==> src/rtl/tia_hsync_counter_pkg.sv <==
// Shared definitions for the TIA horizontal and vertical polynomial counters:
// counter width, line length, LFSR step function and decoded step patterns.
package tia_hsync_counter_pkg;

    localparam int unsigned H_WIDTH      = 6;
    localparam int unsigned H_LINE_STEPS = 57;

    typedef logic [H_WIDTH-1:0] hcount_t;

    // One strobe per decoded counter state; at most one is ever set.
    typedef struct packed {
        logic hend;
        logic cnt;
        logic lrhb;
        logic rhb;
        logic rcb;
        logic rhs;
        logic shs;
        logic shb;
    } strobe_t;

    // Shift left, feeding back the XNOR of the two top bits. Seeded with
    // all-zeros this never reaches the all-ones lockup state.
    function automatic hcount_t lfsr_next(input hcount_t cur);
        return {cur[H_WIDTH-2:0], ~(cur[H_WIDTH-1] ^ cur[H_WIDTH-2])};
    endfunction

    // Counter pattern reached after 'step' advances from all-zeros.
    // Only ever evaluated at elaboration to build the decode constants.
    function automatic hcount_t lfsr_at(input int unsigned step);
        hcount_t v;
        v = '0;
        for (int unsigned i = 0; i < step; i++) begin
            v = lfsr_next(v);
        end
        return v;
    endfunction

    localparam hcount_t PAT_SHB  = lfsr_at(0);
    localparam hcount_t PAT_SHS  = lfsr_at(4);
    localparam hcount_t PAT_RHS  = lfsr_at(8);
    localparam hcount_t PAT_RCB  = lfsr_at(12);
    localparam hcount_t PAT_RHB  = lfsr_at(16);
    localparam hcount_t PAT_LRHB = lfsr_at(18);
    localparam hcount_t PAT_CNT  = lfsr_at(36);

endpackage

==> src/rtl/tia_phase_gen.sv <==
// Divide-by-4 phase generator: free-running 2-bit phase counter, two
// non-overlapping registered phase clocks and the counter advance enable.
module tia_phase_gen (
    input  logic clk,
    input  logic reset_n,
    output logic hphi1,
    output logic hphi2,
    output logic advance
);

    logic [1:0] ph;

    // Phase counter; the phase clocks decode the value ph is about to take,
    // so once registered they line up with ph==0 and ph==2 respectively.
    always_ff @(posedge clk or negedge reset_n) begin
        if (!reset_n) begin
            ph    <= '0;
            hphi1 <= 1'b1;
            hphi2 <= 1'b0;
        end else begin
            ph    <= ph + 2'd1;
            hphi1 <= (ph == 2'd3);
            hphi2 <= (ph == 2'd1);
        end
    end

    assign advance = (ph == 2'd3);

endmodule

==> src/rtl/tia_hsync_counter.sv <==
// TIA horizontal sync counter: 6-bit polynomial counter stepped once per four
// colour clocks, RSYNC-driven early wrap and decode of the fixed line states.
module tia_hsync_counter
    import tia_hsync_counter_pkg::*;
#(
    parameter int unsigned LINE_STEPS = H_LINE_STEPS,
    parameter int unsigned WIDTH      = H_WIDTH
) (
    input  logic             clk,
    input  logic             reset_n,
    input  logic             rsync,
    output logic             hphi1,
    output logic             hphi2,
    output logic [WIDTH-1:0] hcount,
    output logic             shb,
    output logic             shs,
    output logic             rhs,
    output logic             rcb,
    output logic             rhb,
    output logic             lrhb,
    output logic             cnt,
    output logic             hend,
    output logic             line_start
);

    localparam hcount_t PAT_END = lfsr_at(LINE_STEPS - 1);

    logic    advance;
    logic    wrap;
    logic    rsync_pend;
    hcount_t lfsr;
    strobe_t strobes;

    tia_phase_gen u_phase (
        .clk     (clk),
        .reset_n (reset_n),
        .hphi1   (hphi1),
        .hphi2   (hphi2),
        .advance (advance)
    );

    // A same-edge rsync is folded in directly so it wraps without waiting a
    // further four clocks; a pending request plus END still gives one wrap.
    assign wrap = (lfsr == PAT_END) || rsync_pend || rsync;

    // Counter step or wrap on the advance edge; rsync is remembered until then.
    always_ff @(posedge clk or negedge reset_n) begin
        if (!reset_n) begin
            lfsr       <= '0;
            rsync_pend <= 1'b0;
            line_start <= 1'b0;
        end else begin
            line_start <= advance && wrap;
            if (advance) begin
                lfsr       <= wrap ? '0 : lfsr_next(lfsr);
                rsync_pend <= 1'b0;
            end else if (rsync) begin
                rsync_pend <= 1'b1;
            end
        end
    end

    // Decode of the registered counter; stable for the whole four-clock step.
    always_comb begin
        strobes      = '0;
        strobes.shb  = (lfsr == PAT_SHB);
        strobes.shs  = (lfsr == PAT_SHS);
        strobes.rhs  = (lfsr == PAT_RHS);
        strobes.rcb  = (lfsr == PAT_RCB);
        strobes.rhb  = (lfsr == PAT_RHB);
        strobes.lrhb = (lfsr == PAT_LRHB);
        strobes.cnt  = (lfsr == PAT_CNT);
        strobes.hend = (lfsr == PAT_END);
    end

    assign hcount = lfsr;
    assign shb    = strobes.shb;
    assign shs    = strobes.shs;
    assign rhs    = strobes.rhs;
    assign rcb    = strobes.rcb;
    assign rhb    = strobes.rhb;
    assign lrhb   = strobes.lrhb;
    assign cnt    = strobes.cnt;
    assign hend   = strobes.hend;

endmodule

==> config.mk <==
export PLATFORM = sky130hd
export DESIGN_NAME = tia_hsync_counter
export DESIGN_NICKNAME = d
export VERILOG_FILES = /design/src/rtl/tia_hsync_counter_pkg.sv /design/src/rtl/tia_phase_gen.sv /design/src/rtl/tia_hsync_counter.sv
export SDC_FILE = /design/constraint.sdc
export NUM_CORES = 1
export LEC_CHECK = 0
export CAP_MARGIN = 20
export CORE_UTILIZATION = 37
export DETAILED_ROUTE_END_ITERATION = 8
export HOLD_SLACK_MARGIN = 0.12
export PLACE_DENSITY = 0.71
export SLEW_MARGIN = 20
export SYNTH_ARGS = -nofsm -noshare
export SYNTH_HDL_FRONTEND = slang
export SYNTH_HIERARCHICAL = 1
export SYNTH_SLANG_ARGS = --single-unit
==> constraint.sdc <==
create_clock -name clk -period 1.2 [get_ports clk]
set_input_delay 0.3 -clock clk [delete_from_list [all_inputs] [get_ports clk]]
set_output_delay 0.3 -clock clk [all_outputs]
set_load 0.005 [all_outputs]
==> results.tsv <==
metric	value	unit
status	complete, but fails checks	
failing checks	setup timing	
RePlAce Congestion	0.738	
Slew HR	0.794	
# Max-Cap Violations	0	
I/O pin total	20	
CP Launch Type	flop	
Yosys reg bits	12	
Worst EP required	900	ps
drt wl/cell	16.3	um
synthesized instance count	55	
Placed Area	863	sq um
Initial DRT Pass Iterations	2	
final hold vios	0	
Longest Clk Path Bufs	2	
CP cell instances	buf_6 -> buf_4 -> inv_1 -> nor3_4 -> buf_2	
VDD IR max	0.000663	V
Clock Pin Slew Worst Setup and Hold Paths	80	ps
first-pass GRT wire length	2280	um
Worst path depth	5	
vias in the first global route	518	
ratio of cells with drive above 1 in the final layout	0.641	
Final nets	111	
cell area after layout	0.00109	sq mm
clk_lat worst skew	270	ps
nature of the critical path endpoint	output port	
mean post-synth cell area	10.1	sq um
Clock Skews	4.64	ps
fillers	86	
die area	0.00166	sq mm
DR DRC count	0	
Setup crit end	cnt	
FF-to-FF setup slack	-70	ps
storage element area	304	sq um
Worst-Margin Slew	309	ps
final wirelength	1930	um
Placed Cells	101	
top layer in use	met4	
Power per Cell Area	706	mW/mm^2
syn nets	62	
worst reg2reg path depth	7	
overflow left after global routing	0	
initial antenna violation count	0	
CTS buffer count	3	
CP Max Fanout	4	
leading post-synthesis cells by cell area	dfrtp_1 (50%), ha_1 (9.0%), inv_1 (6.1%)	
yosys warns	6	
main combinational cell family by area after synthesis	simple AND/OR/NAND/NOR gates	
post-route ant nets	0	
final cycle utilization of the critical path	1.37	
number of diodes	0	
slowest cell on the critical path	dfrtp_1	
count leader, synth	dfrtp_1	
Starting Density	0.411	
clock sinks	12	
Rows	13	
Netlist cell types	17	
CP top delay family	flip-flops	
RSZ-0062 raised after global routing	yes	
pin count of the biggest net entering global routing	16	
Hold Buf Count CTS	0	
clock root buffer	clkbuf_4	
r2r endpoint	line_start	
Post-synth top cells	dfrtp_1 (11), inv_1 (9), nand3_1 (6)	
Synth Flop Type	dfrtp_1	
Slew Viols, Final	0	
DR iter-0 viols	7	
area of the multi-input gates	334	sq um
Worst path max stage delay	460	ps
compound-cell area share of the yosys netlist	0.0788	
xor-xnor portion of the synthesized cell area	0	
Vias/cell	5.25	
met3 WL	86	um
CORE AREA	0.00135	sq mm
die width	40.8	um
number of synthesized flops with an enable pin	0	
fmax	607	MHz
Finished Core Util	0.806	
mux contribution to synthesized area	0	
post-synth top area share	0.495	
simple-gate share of the synthesized area	0.221	
area grow syn2layout	95.9	%
DR vias	619	
crit path DAT	1350	ps
post-route insts no fill	118	
async set or reset register ratio after synthesis	1.00	
CTS H-tree depth	1	
crit path launch	hcount[0]	
Sum Neg Setup Slack	-3790	ps
sequential fraction of the synthesis area	0.543	
worst r2r src	hcount[4]	
Worst Path Buf+Inv	4	
Leak	0.512	nW
number of buffers inserted by port buffering	19	
fin crit period	1650	ps
Total Routing Usage GR	0.231	
area of the mapped netlist	556	sq um
CTS tree	built	
wire length on met2	1070	um
synthesized-area fraction occupied by adder cells	0.0901	
Final HPWL DP	892	um
wl on met1	704	um
HP Class	in2async	
chip height	40.8	um
Synth area leader	dfrtp_1	
fin worst setup slack	-448	ps
final setup violation count	18	
WS Path Type	reg2out	
==> sequential cells by signal, summed over array words and instances, names as in the netlist <==
name / flops
u_phase/hphi2: 1
u_phase/hphi1: 1
hcount: 6
rsync_pend: 1
line_start: 1
u_phase/ph: 2
==> power breakdown <==
| group | switching (mW) | leakage, nW | internal, mW |
|---|---|---|---|
| clock | 0.132 | 0.0210 | 0.184 |
| sequential | 0.00277 | 0.155 | 0.407 |
| combinational | 0.0210 | 0.336 | 0.0215 |
==> kinds of logic (layout without fill, tap and decap cells) <==
| group | Yosys count | after routing |
|---|---|---|
| and+or+nand+nor | 22 | 22 |
| buffers and inverters | 10 | 58 |
| adders and majority gates | 4 | 4 |
| AOI/OAI and AO/OA | 7 | 7 |
| DFF | 12 | 12 |
==> layer usage <==
metal,up-vias,track usage
met3,8,0.0707
met5,-,0
met4,0,0.133
li1,282,-
met2,24,0.413
met1,305,0.236
==> stage by stage <==
step                      power (mW)  hold WS [ps]  setup slack (ps)
after CTS                      0.782           313              -459
after detailed placement       0.453           463              -532
final                          0.769           334              -448
after global routing           0.816           325              -537
after floorplan                0.423          4.41             -15.7
after global placement         0.452           440              -498
==> cell usage in the layout, fill, tap and decap left out, drive strengths merged <==
cell	count
nor3	4
nand3	6
nand3b	1
o21ai	2
and4	1
nor4	1
nand2b	1
o22ai	4
dlygate4sd2	1
dfrtp	11
inv	9
dfstp	1
ha	4
clkdlybuf4s50	2
clkbuf	5
o31a	1
nand2	3
buf	39
clkdlybuf4s15	2
nor2	5
==> final cells by class <==
type,count,share of cell area
sequential,12,0.279
multi-input combinational,33,0.307
tap,15,0.0172
clock buffer,4,0.0333
timing repair buffer,45,0.332
inverter,9,0.0310
==> timing repair <==
action,4_1_cts,5_1_grt
pin swaps,4,5
gates cloned,0,0
setup endpoints to repair,22,23
endpoints found under the hold margin,0,0
gates resized for setup,75,21
setup buffers,12,3
==> worst min-delay path by stage <==
stage | endpoint | slack (ps) | depth (start not counted)
6_report | hcount[5] | 330 | 2
5_1_grt | hcount[3] | 330 | 2
3_3_place_gp | u_phase/ph[0] | 440 | 1
2_1_floorplan | hcount[0] | 4 | 0
3_5_place_dp | u_phase/ph[0] | 460 | 1
4_1_cts | hcount[3] | 310 | 2
Note: power is estimated with default switching activity, not from simulation.
